===== src/rtl/cluster_soc_evt_fifo_pkg.sv =====
// Shared types and default sizes for the SoC peripheral event FIFO.
package cluster_soc_evt_fifo_pkg;

   localparam int EVNT_WIDTH             = 8;
   localparam int SOC_EVT_FIFO_DEPTH     = 8;
   localparam int SOC_EVT_DROP_CNT_WIDTH = 16;

   typedef logic [EVNT_WIDTH-1:0] soc_evt_t;

endpackage


===== src/rtl/cluster_soc_evt_fifo_if.sv =====
// Event capture / event-unit handshake bundle for cluster_soc_evt_fifo.
interface cluster_soc_evt_fifo_if #(
   parameter int EVNT_WIDTH = 8,
   parameter int DEPTH      = 8,
   parameter int CNT_WIDTH  = 16
);

   logic                     flush_i;
   logic                     soc_evt_valid_i;
   logic [EVNT_WIDTH-1:0]    soc_evt_data_i;
   logic                     evt_valid_o;
   logic                     evt_ready_i;
   logic [EVNT_WIDTH-1:0]    evt_data_o;
   logic [$clog2(DEPTH):0]   level_o;
   logic                     overflow_o;
   logic                     clr_overflow_i;
   logic [CNT_WIDTH-1:0]     drop_cnt_o;

   modport slave (
      input  flush_i, soc_evt_valid_i, soc_evt_data_i, evt_ready_i, clr_overflow_i,
      output evt_valid_o, evt_data_o, level_o, overflow_o, drop_cnt_o
   );

   modport master (
      output flush_i, soc_evt_valid_i, soc_evt_data_i, evt_ready_i, clr_overflow_i,
      input  evt_valid_o, evt_data_o, level_o, overflow_o, drop_cnt_o
   );

endinterface


===== src/rtl/cluster_soc_evt_fifo_ptr.sv =====
// Read/write pointers with wrap bit, full/empty detection and occupancy.
module cluster_soc_evt_fifo_ptr
   import cluster_soc_evt_fifo_pkg::*;
#(
   parameter int DEPTH = SOC_EVT_FIFO_DEPTH
) (
   input  logic                  clk_i,
   input  logic                  rst_i,
   input  logic                  i_flush,
   input  logic                  i_push,
   input  logic                  i_pop,
   output logic [$clog2(DEPTH):0] o_wr_ptr,
   output logic [$clog2(DEPTH):0] o_rd_ptr,
   output logic                  o_full,
   output logic                  o_empty,
   output logic [$clog2(DEPTH):0] o_level
);

   localparam int AW = $clog2(DEPTH);

   logic [AW:0] r_wr_ptr;
   logic [AW:0] r_rd_ptr;

   always_ff @(posedge clk_i or posedge rst_i) begin
      if (rst_i) begin
         r_wr_ptr <= '0;
         r_rd_ptr <= '0;
      end else if (i_flush) begin
         r_wr_ptr <= '0;
         r_rd_ptr <= '0;
      end else begin
         if (i_push) r_wr_ptr <= r_wr_ptr + 1'b1;
         if (i_pop)  r_rd_ptr <= r_rd_ptr + 1'b1;
      end
   end

   // Same index with opposite wrap bits means the writer lapped the reader.
   assign o_full   = (r_wr_ptr[AW-1:0] == r_rd_ptr[AW-1:0]) && (r_wr_ptr[AW] != r_rd_ptr[AW]);
   assign o_empty  = (r_wr_ptr == r_rd_ptr);
   assign o_level  = r_wr_ptr - r_rd_ptr;
   assign o_wr_ptr = r_wr_ptr;
   assign o_rd_ptr = r_rd_ptr;

endmodule


===== src/rtl/cluster_soc_evt_fifo.sv =====
// SoC peripheral event FIFO with sticky overflow; optional saturating drop
// counter enabled by CLUSTER_SOC_EVT_FIFO_DROP_CNT_EN.
module cluster_soc_evt_fifo
   import cluster_soc_evt_fifo_pkg::*;
#(
   parameter int EVNT_WIDTH = $bits(soc_evt_t),
   parameter int DEPTH      = SOC_EVT_FIFO_DEPTH,
   parameter int CNT_WIDTH  = SOC_EVT_DROP_CNT_WIDTH
) (
   input  logic                   clk_i,
   input  logic                   rst_i,
   cluster_soc_evt_fifo_if.slave  bus
);

   localparam int AW = $clog2(DEPTH);

   logic [AW:0]           w_wr_ptr;
   logic [AW:0]           w_rd_ptr;
   logic                  w_full;
   logic                  w_empty;
   logic [AW:0]           w_level;
   logic                  w_push;
   logic                  w_pop;
   logic                  w_drop;
   logic [EVNT_WIDTH-1:0] r_mem [DEPTH];
   logic                  r_overflow;

   // A flush overrides both sides of the handshake in its cycle.
   assign w_pop  = !w_empty && bus.evt_ready_i && !bus.flush_i;
   assign w_push = bus.soc_evt_valid_i && !bus.flush_i && (!w_full || w_pop);
   assign w_drop = bus.soc_evt_valid_i && w_full && !w_pop && !bus.flush_i;

   cluster_soc_evt_fifo_ptr #(
      .DEPTH (DEPTH)
   ) u_ptr (
      .clk_i    (clk_i),
      .rst_i    (rst_i),
      .i_flush  (bus.flush_i),
      .i_push   (w_push),
      .i_pop    (w_pop),
      .o_wr_ptr (w_wr_ptr),
      .o_rd_ptr (w_rd_ptr),
      .o_full   (w_full),
      .o_empty  (w_empty),
      .o_level  (w_level)
   );

   always_ff @(posedge clk_i or posedge rst_i) begin
      if (rst_i) begin
         for (int i = 0; i < DEPTH; i++) r_mem[i] <= '0;
      end else if (w_push) begin
         r_mem[w_wr_ptr[AW-1:0]] <= bus.soc_evt_data_i;
      end
   end

   always_ff @(posedge clk_i or posedge rst_i) begin
      if (rst_i)                   r_overflow <= 1'b0;
      else if (w_drop)             r_overflow <= 1'b1;
      else if (bus.clr_overflow_i) r_overflow <= 1'b0;
   end

   assign bus.evt_valid_o = !w_empty;
   assign bus.evt_data_o  = r_mem[w_rd_ptr[AW-1:0]];
   assign bus.level_o     = w_level;
   assign bus.overflow_o  = r_overflow;

`ifdef CLUSTER_SOC_EVT_FIFO_DROP_CNT_EN
   logic [CNT_WIDTH-1:0] r_drop_cnt;

   // A drop in the clearing cycle restarts the count at one.
   always_ff @(posedge clk_i or posedge rst_i) begin
      if (rst_i) begin
         r_drop_cnt <= '0;
      end else if (w_drop) begin
         if (bus.clr_overflow_i)  r_drop_cnt <= CNT_WIDTH'(1);
         else if (r_drop_cnt != '1) r_drop_cnt <= r_drop_cnt + 1'b1;
      end else if (bus.clr_overflow_i) begin
         r_drop_cnt <= '0;
      end
   end

   assign bus.drop_cnt_o = r_drop_cnt;
`else
   assign bus.drop_cnt_o = '0;
`endif

endmodule


===== src/flat_wrapper.sv =====
// flat-port wrapper written by rule: the top's interface ports become plain ports
module cluster_soc_evt_fifo_flat import cluster_soc_evt_fifo_pkg::*;
#(
   parameter int EVNT_WIDTH = $bits(soc_evt_t),
   parameter int DEPTH      = SOC_EVT_FIFO_DEPTH,
   parameter int CNT_WIDTH  = SOC_EVT_DROP_CNT_WIDTH
)
  (clk_i, rst_i, bus_flush_i, bus_soc_evt_valid_i, bus_soc_evt_data_i, bus_evt_ready_i, bus_clr_overflow_i, bus_evt_valid_o, bus_evt_data_o, bus_level_o, bus_overflow_o, bus_drop_cnt_o);
  cluster_soc_evt_fifo_if #(.EVNT_WIDTH(EVNT_WIDTH), .DEPTH(DEPTH), .CNT_WIDTH(CNT_WIDTH)) bus_i ();
  input  logic clk_i;
  input  logic rst_i;
  input wire logic [$bits(bus_i.flush_i)-1:0] bus_flush_i;
  input wire logic [$bits(bus_i.soc_evt_valid_i)-1:0] bus_soc_evt_valid_i;
  input wire logic [$bits(bus_i.soc_evt_data_i)-1:0] bus_soc_evt_data_i;
  input wire logic [$bits(bus_i.evt_ready_i)-1:0] bus_evt_ready_i;
  input wire logic [$bits(bus_i.clr_overflow_i)-1:0] bus_clr_overflow_i;
  output wire logic [$bits(bus_i.evt_valid_o)-1:0] bus_evt_valid_o;
  output wire logic [$bits(bus_i.evt_data_o)-1:0] bus_evt_data_o;
  output wire logic [$bits(bus_i.level_o)-1:0] bus_level_o;
  output wire logic [$bits(bus_i.overflow_o)-1:0] bus_overflow_o;
  output wire logic [$bits(bus_i.drop_cnt_o)-1:0] bus_drop_cnt_o;
  assign bus_i.flush_i = bus_flush_i;
  assign bus_i.soc_evt_valid_i = bus_soc_evt_valid_i;
  assign bus_i.soc_evt_data_i = bus_soc_evt_data_i;
  assign bus_i.evt_ready_i = bus_evt_ready_i;
  assign bus_i.clr_overflow_i = bus_clr_overflow_i;
  assign bus_evt_valid_o = bus_i.evt_valid_o;
  assign bus_evt_data_o = bus_i.evt_data_o;
  assign bus_level_o = bus_i.level_o;
  assign bus_overflow_o = bus_i.overflow_o;
  assign bus_drop_cnt_o = bus_i.drop_cnt_o;
  cluster_soc_evt_fifo #(.EVNT_WIDTH(EVNT_WIDTH), .DEPTH(DEPTH), .CNT_WIDTH(CNT_WIDTH)) u_core (.clk_i(clk_i), .rst_i(rst_i), .bus(bus_i));
endmodule

===== config.mk =====
export PLATFORM = sky130hd
export DESIGN_NAME = cluster_soc_evt_fifo_flat
export DESIGN_NICKNAME = d
export VERILOG_FILES = /design/src/rtl/cluster_soc_evt_fifo_pkg.sv /design/src/rtl/cluster_soc_evt_fifo_if.sv /design/src/rtl/cluster_soc_evt_fifo_ptr.sv /design/src/rtl/cluster_soc_evt_fifo.sv /design/src/flat_wrapper.sv
export SDC_FILE = /design/constraint.sdc
export NUM_CORES = 1
export LEC_CHECK = 0
export CORE_ASPECT_RATIO = 0.75
export CORE_MARGIN = 2
export CORE_UTILIZATION = 50
export DETAILED_ROUTE_END_ITERATION = 7
export PLACE_DENSITY = 0.8
export SYNTH_ARGS = -nofsm -noshare
export SYNTH_HDL_FRONTEND = slang
export SYNTH_SLANG_ARGS = --single-unit

===== constraint.sdc =====
create_clock -name clk_i -period 3.7 [get_ports clk_i]
set_input_delay 0.74 -clock clk_i [delete_from_list [all_inputs] [get_ports clk_i]]
set_output_delay 0.74 -clock clk_i [all_outputs]
set_load 0.005 [all_outputs]

==> metrics.yaml <==
startpoint_type: "register"
ys_dominant_reg_cell: "dfrtp_1"
cts_tree: "built"
antenna_found_initial: 0
slowest_stage: "clkdlybuf4s50_1"
htreeDepth: 3
clock_sinks: 73
cts_root_buffer: "clkbuf_8"
drive_gt1_frac: 0.341
first_global_vias: 2328
path_clk_slew_ns: 0.08
synth_area_leaders: "dfrtp_1 (49%), mux2_2 (12%), mux4_2 (9.6%), mux2_4 (6.4%), buf_4 (3.4%)"
die_h_um: 79.0
switching_power_uw: 623
core-area_um2: 7300
synth_area_per_cell_um2: 13.9
die-area_um2: 8210
final.period_utilization: 0.843
worstPathRequired_ns: 2.96
synth_top_area_share: 0.487
synthCells: 269
outcome: "finished clean"
worstSetupEndpointType: "primary output"
via_per_inst: 5.41
ant_nets: 0
first_pass_iters: 4
ys_ff_latch: 73
critical_path.cell_chain: "buf_4, clkinv_1, ha_1, and3_1, nand2_1, clkdlybuf4s50_1"
cts_made_buffers: 9
grt_max_degree: 28
cap_violations: 0
min_path_type: "register to register"
synth_area_leader_cell: "dfrtp_1"
combPwrFrac: 0.279
cts_resized: 0
grt_pass1_wl_mm: 12.7
hold_viol: 0
die_w_um: 104
ys_seq_area_frac: 0.487
route.vias.total: 2195
drcViolationCount: 0
worst-path-buf-inv: 3
clk_latency_ns: 0.35
ir_worst_vdd_mv: 0.258
wire_per_inst_um: 18.6
fin_hold_ws_ns: 0.495
clock_power_share: 0.286
slew-limit-headroom: 0.456
rsz0062_at_grt: "no"
ys_types: 41
swShare: 0.268
tns_ns: 0
cts_hold_buf: 0
fmax_mhz: 321
yosys_warnings: 0
period_needed_ns: 3.12
area_growth_pct: 13.8
diodes: 0
wirelength_mm: 7.57
leakage_nw: 1.97
dpl.hpwl_mm: 5.28
slew_violations: 0
dr_wl_met2_mm: 3.33
highest_layer: "met4"
cts_max_path_buffers: 2
grt-ovfl-total: 0
slowest_delay_ns: 0.50
powerDensity_nw_per_um2: 545
gp_congestion: 0.873
async_flop_share: 1.00
intPower_mw: 1.70
worst_pin_slew_ns: 0.810
arrival_ns: 2.38
num_rows: 27
crit_fanout: 11
pre_cts_ws_ns: 0.591
wl_met1_mm: 3.64
grtUsageTotal: 0.206
syn_area_um2: 3750
pwr-share-seq: 0.434
io_pins: 44
worstSetupPathType: "register to primary output"
cts_setup_buffers: 0
io_buffers: 27
route.met3.wl_um: 438
crit_family: "buffers and inverters"
synth_edf_count: 0
setup_ws_ns: 0.582
setup_violations: 0
finClkSkew_ns: 0.00918
drt-initial-drc-count: 78
initial_utilization: 0.514
nets: 321
## worst reg2reg max path, cell delays in order (launching register included)
cell	delay, ns
dfrtp_1	0.33
buf_4	0.18
clkinv_1	0.27
ha_1	0.45
nand4b_1	0.20
nor2_2	0.37
or3_1	0.59
mux2_4	0.36
## worst paths after layout
kind	from	to	slack (ns)	cells past startpoint
min in group asynchronous	rst_i	u_core.r_mem[47]$_DFFE_PP0P_	0.77	2
max reg2reg	u_core.u_ptr.o_rd_ptr[2]$_DFFE_PP0P_	u_core.r_mem[43]$_DFFE_PP0P_	0.85	7
min	u_core.r_mem[13]$_DFFE_PP0P_	u_core.r_mem[13]$_DFFE_PP0P_	0.50	1
max	u_core.u_ptr.o_rd_ptr[2]$_DFFE_PP0P_	bus_evt_valid_o	0.58	6
max in group asynchronous	rst_i	u_core.r_mem[19]$_DFFE_PP0P_	2.19	3
min reg2reg	u_core.r_mem[13]$_DFFE_PP0P_	u_core.r_mem[13]$_DFFE_PP0P_	0.50	1
## cell type report
type	count	area, µm²
multi-input combinational	174	1750
clock buffer	9	124
sequential	73	1830
tap	101	126
inverter	9	33.8
clock inverter	6	83.8
timing repair buffer	34	323
fill	585	3030
## sequential cells by signal (all words and copies together), names as in the netlist
| register | cells |
|---|---|
| u_core.u_ptr.o_wr_ptr | 4 |
| u_core.r_mem | 64 |
| u_core.bus.overflow_o | 1 |
| u_core.u_ptr.o_rd_ptr | 4 |
## power by group through the flow
stage	registers (mW)	logic, mW	clock network, mW
2_1_floorplan	0.993	0.432	0
3_3_place_gp	1.01	0.642	0
3_5_place_dp	1.02	0.650	0
4_1_cts	1.01	0.656	0.678
5_1_grt	1.02	0.704	0.721
6_report	1.01	0.649	0.666
## cells in the final DEF, fill, tap and decap left out, drive strengths merged
cell and instances:
dfrtp 73, mux2 64, nand2 29, clkdlybuf4s50 27, mux4 16, conb 16
clkbuf 9, inv 8, buf 7, nor2 7, xnor2 6, ha 5
clkinv 5, a21oi 4, nand3 2, nor4 2, or4 2, and3 2
xor2 2, mux2i 2, bufinv 2, nand2b 2, nor3 2, or3 2
nand4b 1, or2 1, a21bo 1, o21ai 1, o211ai 1, a21o 1
nand4 1, o22ai 1, fa 1
## through the flow
step	util	instance area (µm²)	total power, mW	instances
2_1_floorplan	-	3800	1.43	284
3_3_place_gp	0.556	4060	1.65	391
3_5_place_dp	0.556	4060	1.67	391
4_1_cts	0.584	4260	2.34	406
5_1_grt	0.584	4260	2.45	406
6_report	0.584	4260	2.32	406
## per-layer routing
layer / global-route usage / vias up
met2: 0.300 / 69
met5: 0 / -
met4: 0.0770 / 0
li1: - / 980
met3: 0.0550 / 15
met1: 0.298 / 1131
## logic make-up (layout without fill, tap and decap cells)
kind of cell,Yosys count,after routing,share of synthesized area
compound gates,9,9,0.0150
xor+xnor,8,8,0.0237
fa+ha+maj,6,6,0.0220
buf+inv,37,58,0.0614
flops,73,73,0.487
mux,82,82,0.310
other cells,1,16,0.00100
simple gates,53,53,0.0795
## synthesized netlist by cell type, types with 2 or more instances
| cell | instances |
|---|---|
| and3_1 | 2 |
| buf_6 | 3 |
| ha_1 | 5 |
| mux2_1 | 8 |
| mux4_2 | 16 |
| inv_1 | 8 |
| nor4_4 | 2 |
| mux2i_1 | 2 |
| nor2_1 | 6 |
| or4_1 | 2 |
| nand2_1 | 29 |
| buf_4 | 17 |
| dfrtp_1 | 73 |
| mux2_2 | 40 |
| xnor2_1 | 5 |
| clkbuf_1 | 3 |
| buf_2 | 4 |
| nand3_1 | 2 |
| xor2_1 | 2 |
| mux2_4 | 16 |
| a21oi_1 | 4 |
(Power assumes the default switching activity.)
